<file path="src/rtl/adpll_pkg.sv">
// Constants and helper functions shared by the ADPLL loop blocks.
package adpll_pkg;

    localparam int COUNTER_SIZE = 16;
    localparam int DIV_SEL_W    = 3;

    function automatic int clog2(input int value);
        int r;
        r = 0;
        while ((1 << r) < value) r++;
        return r;
    endfunction

    // A thermometer code 0..01..1 plus one carries out of every set bit, leaving no overlap.
    function automatic logic is_thermo(input logic [63:0] word);
        return ((word & (word + 64'd1)) == 64'd0);
    endfunction

endpackage

</file>
<file path="src/rtl/sync_2ff.sv">
// Two-flop synchroniser for control signals crossing into the clkSys domain.
module sync_2ff #(
    parameter int WIDTH = 1
) (
    input  logic             clk,
    input  logic             rst,
    input  logic [WIDTH-1:0] d,
    output logic [WIDTH-1:0] q
);

    logic [WIDTH-1:0] meta_q;
    logic [WIDTH-1:0] sync_q;

    always_ff @(posedge clk or posedge rst) begin
        if (rst) begin
            meta_q <= '0;
            sync_q <= '0;
        end else begin
            meta_q <= d;
            sync_q <= meta_q;
        end
    end

    assign q = sync_q;

endmodule

</file>
<file path="src/rtl/thermo_dco.sv">
// Thermometer-controlled DCO: half-period = BASE_PERIOD - popcount(word), with a
// power-of-two feedback divider whose select changes only at a counter wrap.
module thermo_dco
    import adpll_pkg::*;
#(
    parameter int counterSize = COUNTER_SIZE,
    parameter int MAX_DIV     = 8,
    parameter int BASE_PERIOD = 48
) (
    input  logic                   clkSys,
    input  logic                   reset,
    input  logic [counterSize-1:0] ctrlWord,
    input  logic [DIV_SEL_W-1:0]   divSelect,
    output logic                   dcoOut,
    output logic                   divOut,
    output logic                   thermoError
);

    localparam int ONES_W = clog2(counterSize + 1);
    localparam int HP_W   = clog2(BASE_PERIOD + 1);
    localparam int DIV_W  = MAX_DIV - 1;
    localparam logic [HP_W-1:0]      HP_BASE = HP_W'(BASE_PERIOD);
    localparam logic [DIV_SEL_W-1:0] SEL_MAX = DIV_SEL_W'(MAX_DIV - 1);

    logic [counterSize-1:0] ctrl_sync;
    logic [DIV_SEL_W-1:0]   div_sync;
    logic [ONES_W-1:0]      ones_count;
    logic [HP_W-1:0]        half_period_d, half_period_q;
    logic                   thermo_err_d, thermo_err_q;
    logic [HP_W-1:0]        period_cnt_d, period_cnt_q;
    logic                   dco_d, dco_q;
    logic [DIV_SEL_W-1:0]   div_prev_d, div_prev_q;
    logic [DIV_SEL_W-1:0]   div_sel_acc_d, div_sel_acc_q;
    logic [DIV_SEL_W-1:0]   sel_app_d, sel_app_q;
    logic [DIV_W-1:0]       div_count_d, div_count_q;
    logic                   div_out_d, div_out_q;
    logic                   dco_rise, div_wrap;

    sync_2ff #(.WIDTH(counterSize)) u_ctrl_sync (
        .clk (clkSys),
        .rst (reset),
        .d   (ctrlWord),
        .q   (ctrl_sync)
    );

    sync_2ff #(.WIDTH(DIV_SEL_W)) u_div_sync (
        .clk (clkSys),
        .rst (reset),
        .d   (divSelect),
        .q   (div_sync)
    );

    // Non-thermometer words are still decoded by popcount; only the flag reports them.
    always_comb begin
        ones_count = '0;
        for (int i = 0; i < counterSize; i++) begin
            ones_count = ones_count + ONES_W'(ctrl_sync[i]);
        end
        half_period_d = HP_BASE - HP_W'(ones_count);
        thermo_err_d  = ~is_thermo(64'(ctrl_sync));
    end

    // Reload only at a toggle, so a new frequency never truncates a half-cycle.
    always_comb begin
        period_cnt_d = period_cnt_q - HP_W'(1);
        dco_d        = dco_q;
        if (period_cnt_q == '0) begin
            period_cnt_d = half_period_q - HP_W'(1);
            dco_d        = ~dco_q;
        end
    end

    assign dco_rise = (period_cnt_q == '0) && !dco_q;
    assign div_wrap = dco_rise && (div_count_q == '1);

    always_comb begin
        div_prev_d    = div_sync;
        div_sel_acc_d = div_sel_acc_q;
        if (div_sync == div_prev_q) begin
            div_sel_acc_d = (int'(div_sync) >= MAX_DIV) ? SEL_MAX : div_sync;
        end
    end

    always_comb begin
        div_count_d = div_count_q;
        sel_app_d   = sel_app_q;
        if (dco_rise) begin
            div_count_d = div_count_q + DIV_W'(1);
        end
        if (div_wrap) begin
            sel_app_d = div_sel_acc_q;
        end
        div_out_d = dco_q;
        for (int i = 0; i < DIV_W; i++) begin
            if (int'(sel_app_q) == i + 1) begin
                div_out_d = div_count_q[i];
            end
        end
    end

    always_ff @(posedge clkSys or posedge reset) begin
        if (reset) begin
            half_period_q <= HP_BASE;
            thermo_err_q  <= 1'b0;
            period_cnt_q  <= HP_BASE - HP_W'(1);
            dco_q         <= 1'b0;
            div_prev_q    <= '0;
            div_sel_acc_q <= '0;
            sel_app_q     <= '0;
            div_count_q   <= '0;
            div_out_q     <= 1'b0;
        end else begin
            half_period_q <= half_period_d;
            thermo_err_q  <= thermo_err_d;
            period_cnt_q  <= period_cnt_d;
            dco_q         <= dco_d;
            div_prev_q    <= div_prev_d;
            div_sel_acc_q <= div_sel_acc_d;
            sel_app_q     <= sel_app_d;
            div_count_q   <= div_count_d;
            div_out_q     <= div_out_d;
        end
    end

    assign dcoOut      = dco_q;
    assign divOut      = div_out_q;
    assign thermoError = thermo_err_q;

endmodule

</file>
<file path="config.mk">
export PLATFORM = sky130hd
export DESIGN_NAME = thermo_dco
export DESIGN_NICKNAME = d
export VERILOG_FILES = /design/src/rtl/adpll_pkg.sv /design/src/rtl/sync_2ff.sv /design/src/rtl/thermo_dco.sv
export SDC_FILE = /design/constraint.sdc
export NUM_CORES = 1
export LEC_CHECK = 0
export ABC_AREA = 1
export BUFFER_PORTS_ARGS = -buffer_cell sky130_fd_sc_hd__buf_4
export CELL_PAD_IN_SITES_DETAIL_PLACEMENT = 0
export CELL_PAD_IN_SITES_GLOBAL_PLACEMENT = 1
export CORE_UTILIZATION = 40
export DETAILED_ROUTE_END_ITERATION = 8
export PLACE_DENSITY_LB_ADDON = 0.1
export SETUP_SLACK_MARGIN = 0.05
export SLEW_MARGIN = 10
export SYNTH_ARGS = -nofsm -noshare
export SYNTH_HDL_FRONTEND = slang
export SYNTH_SLANG_ARGS = --single-unit
</file>
<file path="constraint.sdc">
create_clock -name clkSys -period 7.5 [get_ports clkSys]
set_input_delay 1.5 -clock clkSys [delete_from_list [all_inputs] [get_ports clkSys]]
set_output_delay 1.5 -clock clkSys [all_outputs]
set_load 0.005 [all_outputs]
</file>
==> summary.md, run 1 <==
| Metric | Value |
|---|---|
| PnR worst setup slack | approximately 3400 ps |
| Clock Latency Late Sink | between 300 and 400 ps |
| Detailed Routing Iterations Pass 1 | 4 |
| IO buf count | 23 |
| Worst Path Required | 7730 ps |
| Tcrit/Tclk final | 0.540 |
| DR vias/cell | 4.33 |
| Hold path cells | 0 |
| Synth top area cells | dfrtp_1 (49%), inv_1 (7.6%), ha_1 (7.5%) |
| Syn_nets | around 350 |
| Power Internal | 631 uW |
| Largest net degree at the start of global routing | 70 |
| # clock sinks | 69 |
| Share of synthesized registers carrying an async set or reset | 1.00 |
| Flop2flop setup slack | 3450 ps |
| Register area share after synthesis | 0.549 |
| HPWL Detailed | 3350 um |
| Critical path peak fanout | 3 |
| Fillers | 759 |
| Syn Std Cell Area | around 0.0032 mm2 |
| Share of cells above drive strength 1 | 0.182 |
| Clock Path Buffers | 2 |
| Arr. time, crit path | 4280 ps |
| Cell taking the most area after synthesis | dfrtp_1 |
| Min-Delay Path Class | reg2reg |
| Max Freq | 247 MHz |
| Die Area | 0.00826 mm2 |
| Clk_skew | 9.26 ps |
| Area growth syn-to-layout | 16.0% |
| Hold_buf cts | 0 |
| GR Overflow Total | 0 |
| Cell total after placement | 421 |
| Slew HR | 0.444 |
| Syn Inst Count | 296 |
| Logic pwr share | 0.172 |
| Synth Register Bits | 69 |
| Number of synthesis warnings | 0 |
| Vias in the first global route | about 1900 |
| Reg clk slew, reported paths | 80 ps |
| CP Capture Type | flop |
| Final hold violation count | 0 |
| ANT nets after route | 0 |
| # DRC | 0 |
| Worst slack, placed | 3440 ps |
| Status | finished clean |
| DRT iter0 DRCs | 71 |
| WHS | about 350 ps |
| Pwr Density | between 200 and 250 mW/mm2 |
| R2R Path Start | u_ctrl_sync.q[1] |
| Worst Tran Pin Value | 834 ps |
| Initial antenna violation count | 0 |
| Slew Viols, Final | 0 |
| Gr usage total | 0.130 |
| Post-Layout Cell Count | about 440 |
| Max-cap violation count | 0 |
| Worst reg-to-reg path cell count | 13 |
| Cts bufs inserted | 9 |
| Final setup fails | 0 |
| IO Count | 24 |
| Core area | 0.00769 mm2 |
| Postcts setup bufs | 0 |
| Number of distinct library cells after synthesis | 28 |
| Worst Setup Start Kind | flop |
| Via count | 1891 |
| Die X | 90.9 um |
| Die H | 90.9 um |
| Share of the synthesized area in the top cell type | 0.491 |
| Seq pwr share | 0.478 |
| Storage element area | 0.00174 mm2 |
| Count leader, synth | inv_1 |
| Post-synth EDFFs | 0 |
| H-Tree Level Count | 3 |
| Setup TNS | 0 ps |
| Ys flop type | dfrtp_1 |
| Gp weighted congestion | 0.766 |
| Ant. Diodes | 0 |
| Final core utilization | 0.477 |
| Area of the multi-input gates | 0.00118 mm2 |
| Switch share | 0.280 |
| Min Tclk post-route | 4050 ps |
| VDD IR-drop max | 0.184 mV |
| Reg-to-Reg End | half_period_q[3] |
| RSZ-0062 raised after global routing | false |
| LEAKAGE | 0.00182 uW |
| CTS tree | done |
| Sw power | 246 uW |
| Resize count post-CTS | 0 |
| Most frequent cells after synthesis | inv_1 (64), dfrtp_1 (62), nand2_1 (51) |
| Hold Crit Start | u_ctrl_sync.meta_q[5] |
| Post-detailed-route wirelength per cell | 10.5 um |
| First-pass GRT wire length | roughly 8400 um |
| Final nets | 381 |
| Initial Utilization | 0.411 |
| Clock Power Share | 0.350 |
| Synthesized area per cell | roughly 11 um2 |
| Clk root buf | clkbuf_8 |
| Std-Cell Rows | 32 |
| Routed WL | about 4600 um |
| Critical path class | reg2reg |
| Worst Hold Endpoint | u_ctrl_sync.q[5] |
critical path, cell delays in order (launching register included):
cell and delay (ps):
dfrtp_1 370, inv_1 80, fa_1 540, ha_1 130
inv_1 50, fa_1 480, fa_1 530, fa_1 460
fa_1 430, inv_1 70, ha_1 160, inv_1 60
fa_1 530, inv_1 40
final cells by class:
type / instances / share of cell area
Clock inverter: 7 / 0.0219
Inverter: 64 / 0.0656
Timing Repair Buffer: 24 / 0.0492
Tap cell: 102 / 0.0348
Sequential cell: 69 / 0.474
Multi-Input combinational cell: 162 / 0.321
Clock buffer: 9 / 0.0338
metrics by stage:
step	power (uW)	area (um2)
global placement	572	3460
floorplan	534	3160
CTS	896	3660
global route	943	3660
finish	877	3660
detailed placement	585	3460
layer usage:
| metal | share of wire | GRT usage | vias to the layer above |
|---|---|---|---|
| li1 | - | - | 974 |
| met1 | 0.47 | 0.162 | 886 |
| met2 | 0.48 | 0.210 | 24 |
| met3 | 0.034 | 0.0429 | 7 |
| met4 | 0.015 | 0.0476 | 0 |
| met5 | 0 | 0 | - |
registers in the layout, indices dropped and copies added (netlist names):
name and cells:
dcoOut 1, divOut 1, div_count_q 7, div_prev_q 3
div_sel_acc_q 3, half_period_q 6, period_cnt_q 6, sel_app_q 3
thermoError 1, u_ctrl_sync.meta_q 16, u_ctrl_sync.q 16, u_div_sync.meta_q 3
u_div_sync.q 3
power groups by stage:
stage               clock network (uW)  registers, uW  logic [uW]
finish                             307            419         151
floorplan                            0            423         110
global route                       336            423         183
global placement                     0            426         146
CTS                                318            420         158
detailed placement                   0            427         158
how the worst max path moves through the flow:
| stage | endpoint | startpoint | depth (start not counted) | slack (ps) |
|---|---|---|---|---|
| 2_1_floorplan | half_period_q[3] | u_ctrl_sync.q[4] | 13 | 3600 |
| 3_3_place_gp | half_period_q[3] | u_ctrl_sync.q[1] | 13 | 3540 |
| 3_5_place_dp | half_period_q[3] | u_ctrl_sync.q[1] | 13 | 3440 |
| 4_1_cts | half_period_q[3] | u_ctrl_sync.q[1] | 13 | 3430 |
| 5_1_grt | half_period_q[3] | u_ctrl_sync.q[1] | 13 | 3250 |
| 6_report | half_period_q[3] | u_ctrl_sync.q[1] | 13 | 3450 |
kinds of logic (layout without fill, tap and decap cells):
group,Yosys count,in the layout,share of synthesized area
AO/OA/AOI/OAI,21,21,0.0368
XOR/XNOR,12,12,0.0333
adder cells (fa/ha/maj),30,30,0.145
buffers and inverters,65,104,0.0784
flip-flops,69,69,0.549
AND/OR/NAND/NOR,99,99,0.157
placed cells by master (no fill, tap or decap):
cell and instances:
nor2_1 13, nor3_2 1, bufinv_16 1, inv_2 1, inv_1 63, xnor2_1 4, buf_4 24, nor2_4 2
nor4_1 1, o211ai_1 2, fa_1 11, clkbuf_8 9, nand4_1 5, nor2_8 1, nand2_2 1, nand3b_1 2
a21oi_2 1, nand3_2 1, o22ai_1 1, inv_6 3, nand3_4 2, dfrtp_1 62, a21oi_1 3, clkinvlp_4 2
nor2_2 4, o21ai_0 13, xor2_1 8, nand2_1 51, clkinv_4 1, nand3_1 10, nor3_1 5, dfstp_2 7
ha_1 19, a31oi_1 1
Note: power is estimated with default switching activity, not from simulation.
==> run 2, diff against run 1 <==
clock period = 4.1 ns   (was 7.5 ns; I/O delays follow)
==> run 2 against run 1 <==
Clock skew decreased by 1.0 ps. First-iteration DRC count increased by 1.4%. Utilization grew 0.86 points. Clock power grew 98%. Sequential share of layout area shrank 0.84 points. Non-clock buffer count is 5 higher. Routed wire length increased by 2.4%. Global-route usage up 0.37 points. Via count rose by 2.7%. Maximum frequency grew 4.0%. Worst setup slack worse by 3200 ps. Worst hold slack got worse by 5.4 ps. Critical path type unchanged. Critical endpoint unchanged. Largest cell class unchanged.
==> summary.md, run 2 (synthesis results as in run 1) <==
| Metric | Value |
|---|---|
| Status | finished clean |
| Final hold violation count | 0 |
| DRT iter0 DRCs | 72 |
| Seq pwr share | 0.463 |
| IO buf count | 23 |
| Initial antenna violation count | 0 |
| Clock Latency Late Sink | 340 ps |
| Worst Setup Start Kind | flop |
| Final design instance area without fill | approximately 0.0037 mm2 |
| Placement Cell Area | ~0.0035 mm2 |
| Hold Crit Start | u_ctrl_sync.meta_q[8] |
| Clock Path Buffers | 2 |
| Critical path class | reg2reg |
| Logic pwr share | 0.170 |
| Std-Cell Rows | 32 |
| # clock sinks | 69 |
| Routed WL | approximately 4700 um |
| Tcrit/Tclk final | 0.951 |
| Slew Viols, Final | 0 |
| Slew HR | 0.539 |
| Worst Path Required | 4340 ps |
| Detailed Routing Iterations Pass 1 | 4 |
| Clk_skew | 8.24 ps |
| Clk root buf | clkbuf_8 |
| ANT nets after route | 0 |
| CTS tree | done |
| Vias in the first global route | 1931 |
| Most common cell after layout, fill and taps aside | dfrtp_1 |
| Min Tclk post-route | 3900 ps |
| Cts bufs inserted | 9 |
| First-pass GRT wire length | 8500 um |
| Hold path cells | 0 |
| Switch share | 0.264 |
| Die Area | roughly 0.0083 mm2 |
| Area growth syn-to-layout | 18.1% |
| RSZ-0062 raised after global routing | false |
| Post-Layout Cell Count | 442 |
| LEAKAGE | 0.00184 uW |
| Setup TNS | 0 ps |
| Gp weighted congestion | 0.812 |
| Initial Utilization | 0.411 |
| Critical Path Start | u_ctrl_sync.q[3] |
| Die H | around 91 um |
| Commonest cells after routing, fill and taps aside | dfrtp_1 (62), inv_1 (58), nand2_1 (51) |
| DR vias/cell | 4.40 |
| R2R Path Start | u_ctrl_sync.q[3] |
| Worst Tran Pin Value | 690 ps |
| Final nets | approximately 390 |
| Reg clk slew, reported paths | 70 ps |
| Critical path peak fanout | 3 |
| Power Internal | ~1200 uW |
| VDD IR-drop max | 0.213 mV |
| Final core utilization | 0.485 |
| Final setup fails | 0 |
| Pwr Density | 444 mW/mm2 |
| Share of cells above drive strength 1 | 0.221 |
| Cell total after placement | approximately 420 |
| H-Tree Level Count | 3 |
| # DRC | 0 |
| Core area | 0.00769 mm2 |
| CP Capture Type | flop |
| Ant. Diodes | 0 |
| Arr. time, crit path | 4140 ps |
| IO Count | 24 |
| Post-detailed-route wirelength per cell | 10.7 um |
| Largest net degree at the start of global routing | 37 |
| HPWL Detailed | 3440 um |
| Max-cap violation count | 0 |
| Die X | between 90 and 100 um |
| Max Freq | 257 MHz |
| Gr usage total | 0.134 |
| Clock Power Share | 0.367 |
| GR Overflow Total | 0 |
| Worst reg-to-reg path cell count | 15 |
| Min-Delay Path Class | reg2reg |
| Sw power | 438 uW |
| Via count | 1943 |
[run 2: critical path, cell delays in order (launching register included)]
cell and delay [ps]:
dfrtp_1 400, inv_2 60, fa_1 540, ha_2 150, inv_1 40, fa_1 480
fa_2 400, inv_2 60, fa_1 410, inv_2 70, fa_1 370, inv_1 70
ha_2 170, inv_1 50, fa_1 490, inv_1 40
[run 2: layout make-up]
cell class | count | area [um2]
tap | 102 | 128
fill | 746 | 3960
multi-input combinational | 162 | 1190
clock buffer | 9 | 124
clock inverter | 7 | 98.8
sequential | 69 | 1740
timing repair buffer | 29 | 218
inverter | 64 | 240
[run 2: metal layers]
metal  share of wire  vias up  track usage
li1                -      990            -
met4           0.016        0       0.0754
met1            0.49      920        0.168
met3           0.033        7       0.0328
met5               0        -            0
met2            0.46       26        0.210
[run 2: power by group through the flow]
| stage | Sequential (uW) | Clock [uW] | Combinational (uW) |
|---|---|---|---|
| CTS | 767 | 629 | 278 |
| global placement | 780 | 0 | 267 |
| detailed placement | 780 | 0 | 274 |
| floorplan | 774 | 0 | 202 |
| finish | 766 | 607 | 282 |
| global route | 774 | 656 | 345 |
[run 2: per-stage QoR]
stage / hold WS (ps) / total power (uW) / worst slack [ps]
3_3_place_gp: 331 / 1050 / 139
3_5_place_dp: 335 / 1050 / 32.2
5_1_grt: 355 / 1770 / 53.0
6_report: 344 / 1660 / 202
4_1_cts: 352 / 1670 / 92.4
2_1_floorplan: 331 / 976 / 205
[run 2: worst paths after layout]
| path | to | slack [ps] |
|---|---|---|
| setup / recovery | half_period_q[3] | 200 |
| max in group asynchronous | sel_app_q[2] | 2600 |
| min in group asynchronous | div_count_q[6] | 590 |
| hold / removal | u_ctrl_sync.q[8] | 340 |
| hold reg to reg | u_ctrl_sync.q[8] | 340 |
| setup reg to reg | half_period_q[3] | 200 |
[run 2: repair_timing]
action | CTS | global route
pin swaps | 1 | 7
setup buffers | 1 | 4
endpoints found under the setup margin | 2 | 2
hold buffers | 0 | 0
resized for setup | 0 | 9
==> run 3, diff against run 2 <==
ABC_AREA = 0   (was 1)
RECOVER_POWER = 100   (was default)
==> run 3 against run 2 <==
The run now ends with max-capacitance violations, max-slew violations left. Synthesized cell count shrank 22%. Power shrank 6.4%. Maximum frequency shrank 1.1%. Via count shrank 12%. Final cell count shrank 15%. Register-to-register slack lost 50 ps. Flip-flop and latch count is the same. Critical path depth shrank 2. Final area shrank 6.7%. Worst setup slack lost 45 ps. Area after synthesis shrank 5.6%. Clock skew grew 3.8 ps.
==> summary.md, run 3 <==
| Metric | Value |
|---|---|
| Status | finished, violations left |
| Failing checks | max-capacitance violations, max-slew violations |
| Share of cells above drive strength 1 | 0.222 |
| CP Capture Type | flop |
| Placement Cell Area | around 0.0033 mm2 |
| Clk_skew | 12.0 ps |
| Synth Register Bits | 69 |
| Synthesized area per cell | 13.0 um2 |
| Final hold violation count | 0 |
| LEAKAGE | about 0.0016 uW |
| Register area share after synthesis | 0.582 |
| Most common cell after layout, fill and taps aside | dfrtp_1 |
| Seq pwr share | 0.503 |
| Std-Cell Rows | 31 |
| Worst Path Required | 4330 ps |
| CP dominant cell by count | inv_1 |
| Worst reg-to-reg path cell count | 13 |
| Top sig layer | met4 |
| Via count | around 1700 |
| RSZ-0062 raised after global routing | false |
| WHS | 345 ps |
| Tcrit/Tclk final | 0.962 |
| Synth Area in Compound Gates | 0.0558 |
| Logic pwr share | 0.186 |
| Synth top area cells | dfrtp_1 (52%), ha_1 (8.0%), fa_1 (7.4%) |
| Syn Inst Count | 230 |
| Post-synth EDFFs | 0 |
| Die Area | 0.00780 mm2 |
| Worst Setup Start Kind | flop |
| Vias in the first global route | 1692 |
| # clock sinks | 69 |
| Commonest cells after routing, fill and taps aside | dfrtp_1 (62), inv_1 (38), clkbuf_4 (23) |
| Hold path cells | 0 |
| Post-detailed-route wirelength per cell | roughly 12 um |
| First-pass GRT wire length | 7560 um |
| Slowest stage delay, CP | about 550 ps |
| VDD IR-drop max | approximately 0.23 mV |
| Detailed Routing Iterations Pass 1 | 3 |
| IO Count | 24 |
| Cts bufs inserted | 9 |
| Final setup fails | 0 |
| Final nets | 321 |
| Clk root buf | clkbuf_8 |
| Area growth syn-to-layout | 16.7% |
| Number of distinct library cells after synthesis | 34 |
| Post-Synth Adder-Cell Area | 0.154 |
| Sw power | 447 uW |
| Routed WL | 4420 um |
| IO buf count | 23 |
| Count leader, synth | dfrtp_1 |
| Arr. time, crit path | 4170 ps |
| Slew HR | -0.386 |
| GR Overflow Total | 0 |
| DRT met1 WL | 1930 um |
| Number of synthesis warnings | 0 |
| Slew Viols, Final | 42 |
| Syn_nets | 281 |
| H-Tree Level Count | 3 |
| Share of synthesized registers carrying an async set or reset | 1.00 |
| Pwr Density | 445 mW/mm2 |
| Worst-path cell chain | inv_1 -> fa_1 -> inv_1 -> ha_1 -> fa_2 -> fa_2 -> fa_2 -> fa_1 -> inv_1 -> ha_1 -> inv_1 -> fa_1 -> inv_1 |
| Worst Tran Pin Value | 2080 ps |
| Share of the synthesized area in the top cell type | 0.520 |
| Reg-to-Reg End | half_period_q[3] |
| Die H | 88.3 um |
| Simple-Gate Fraction of Synth Area | 0.0793 |
| Gr usage total | 0.132 |
| Core area | about 0.0072 mm2 |
| Clock Latency Late Sink | 340 ps |
| Syn Std Cell Area | ~0.003 mm2 |
| Combinational family with the most area after synthesis | adder cells |
| Clock Path Buffers | 2 |
| Reg clk slew, reported paths | 80 ps |
| Ant. Diodes | 0 |
| Total Power | 1550 uW |
| Hold Crit Start | u_ctrl_sync.meta_q[9] |
| Min Tclk post-route | 3940 ps |
| Initial Utilization | 0.413 |
| Slowest CP cell | fa_2 |
| Initial antenna violation count | 0 |
| # DRC | 0 |
| Mux share of post-synthesis cell area | 0.0361 |
| Clock Power Share | 0.312 |
| HPWL Detailed | 3260 um |
| DR vias/cell | 4.59 |
| Metal3 WL | 160 um |
| Critical path peak fanout | 4 |
| Die X | 88.3 um |
| Worst Hold Endpoint | u_ctrl_sync.q[9] |
| Gp weighted congestion | between 0.7 and 0.8 |
| Critical path class | reg2reg |
| R2R Path Start | u_ctrl_sync.q[5] |
| Most frequent cells after synthesis | dfrtp_1 (62), inv_1 (39), ha_1 (19) |
| Ys flop type | dfrtp_1 |
| ANT nets after route | 0 |
| Largest net degree at the start of global routing | 42 |
| Setup TNS | 0 ps |
| Final design instance area without fill | 0.00348 mm2 |
| DRT iter0 DRCs | 31 |
| Min-Delay Path Class | reg2reg |
| Cell taking the most area after synthesis | dfrtp_1 |
| Met2 wire len | 2260 um |
| CTS tree | done |
| Flop2flop setup slack | about 160 ps |
| Switch share | 0.289 |
| Max-cap violation count | 1 |
| Power Internal | 1100 uW |
| Hold_buf cts | 0 |
| Max Freq | roughly 250 MHz |
| Synth Area in XOR/XNOR | 0.0441 |
## run 3: changes by cell type after synthesis, sizes merged, moves of 3 or more
| cell | previous run | this run |
|---|---|---|
| o31ai | 0 | 5 |
| xnor2 | 4 | 10 |
| mux2i | 0 | 4 |
| xor2 | 8 | 5 |
| nor2 | 20 | 6 |
| o21ai | 13 | 6 |
| inv | 64 | 39 |
| nor3 | 6 | 3 |
| nand2 | 52 | 10 |
| mux2 | 0 | 6 |
| nand3 | 13 | 5 |
## run 3: worst max-delay path by stage
stage / startpoint / end / slack, ps / depth (start not counted)
6_report: u_ctrl_sync.q[5] / half_period_q[3] / 160 / 13
4_1_cts: u_ctrl_sync.q[5] / half_period_q[3] / 70 / 15
5_1_grt: u_ctrl_sync.q[5] / half_period_q[3] / 10 / 13
2_1_floorplan: u_ctrl_sync.q[4] / half_period_q[3] / 170 / 13
3_3_place_gp: u_ctrl_sync.q[1] / half_period_q[3] / 110 / 13
3_5_place_dp: u_ctrl_sync.q[1] / half_period_q[3] / 50 / 15
## run 3: metal layers
layer  track usage  vias up
li1              -      844
met1         0.155      837
met3        0.0392        8
met4        0.0704        0
met2         0.219       29
met5             0        -
## run 3: kinds of logic (layout without fill, tap and decap cells)
logic type               count (synthesis)  count (layout)
adder cells (fa/ha/maj)                 30              30
multiplexers                            10              10
flip-flops                              69              69
buffers and inverters                   39              84
AO/OA/AOI/OAI                           26              26
XOR/XNOR                                15              15
AND/OR/NAND/NOR                         41              41
## run 3: timing repair
| action | in CTS | in global routing |
|---|---|---|
| resized for setup | 0 | 6 |
| buffers inserted | 1 | 2 |
| pin swaps | 0 | 3 |
| setup endpoints to repair | 1 | 2 |
## run 3: power by group through the flow
stage	registers, uW	logic [uW]	clock network (uW)
3_5_place_dp	793	286	0
6_report	778	287	483
2_1_floorplan	783	215	0
4_1_cts	779	292	505
3_3_place_gp	792	282	0
5_1_grt	787	346	532
## run 3: critical path, delay by kind of cell, from the launching register on
family / cells / cell delay (ps)
adders and majority gates: 8 / 3130
DFF: 1 / 400
buffers and inverters: 5 / 320
## run 3: area by class of cell
type	count	area, um2
clock buffer	9	124
clock inverter	7	51.3
fill	688	3730
inverter	39	146
multi-input combinational	122	1090
sequential	69	1740
tap	99	124
timing repair buffer	29	210
## run 3: stage by stage
step | instances | utilization | worst slack [ps]
5_1_grt | 374 | 0.482 | 14.8
2_1_floorplan | 230 | - | 172
6_report | 374 | 0.482 | 157
3_3_place_gp | 355 | 0.458 | 111
4_1_cts | 372 | 0.483 | 69.5
3_5_place_dp | 355 | 0.458 | 48.4
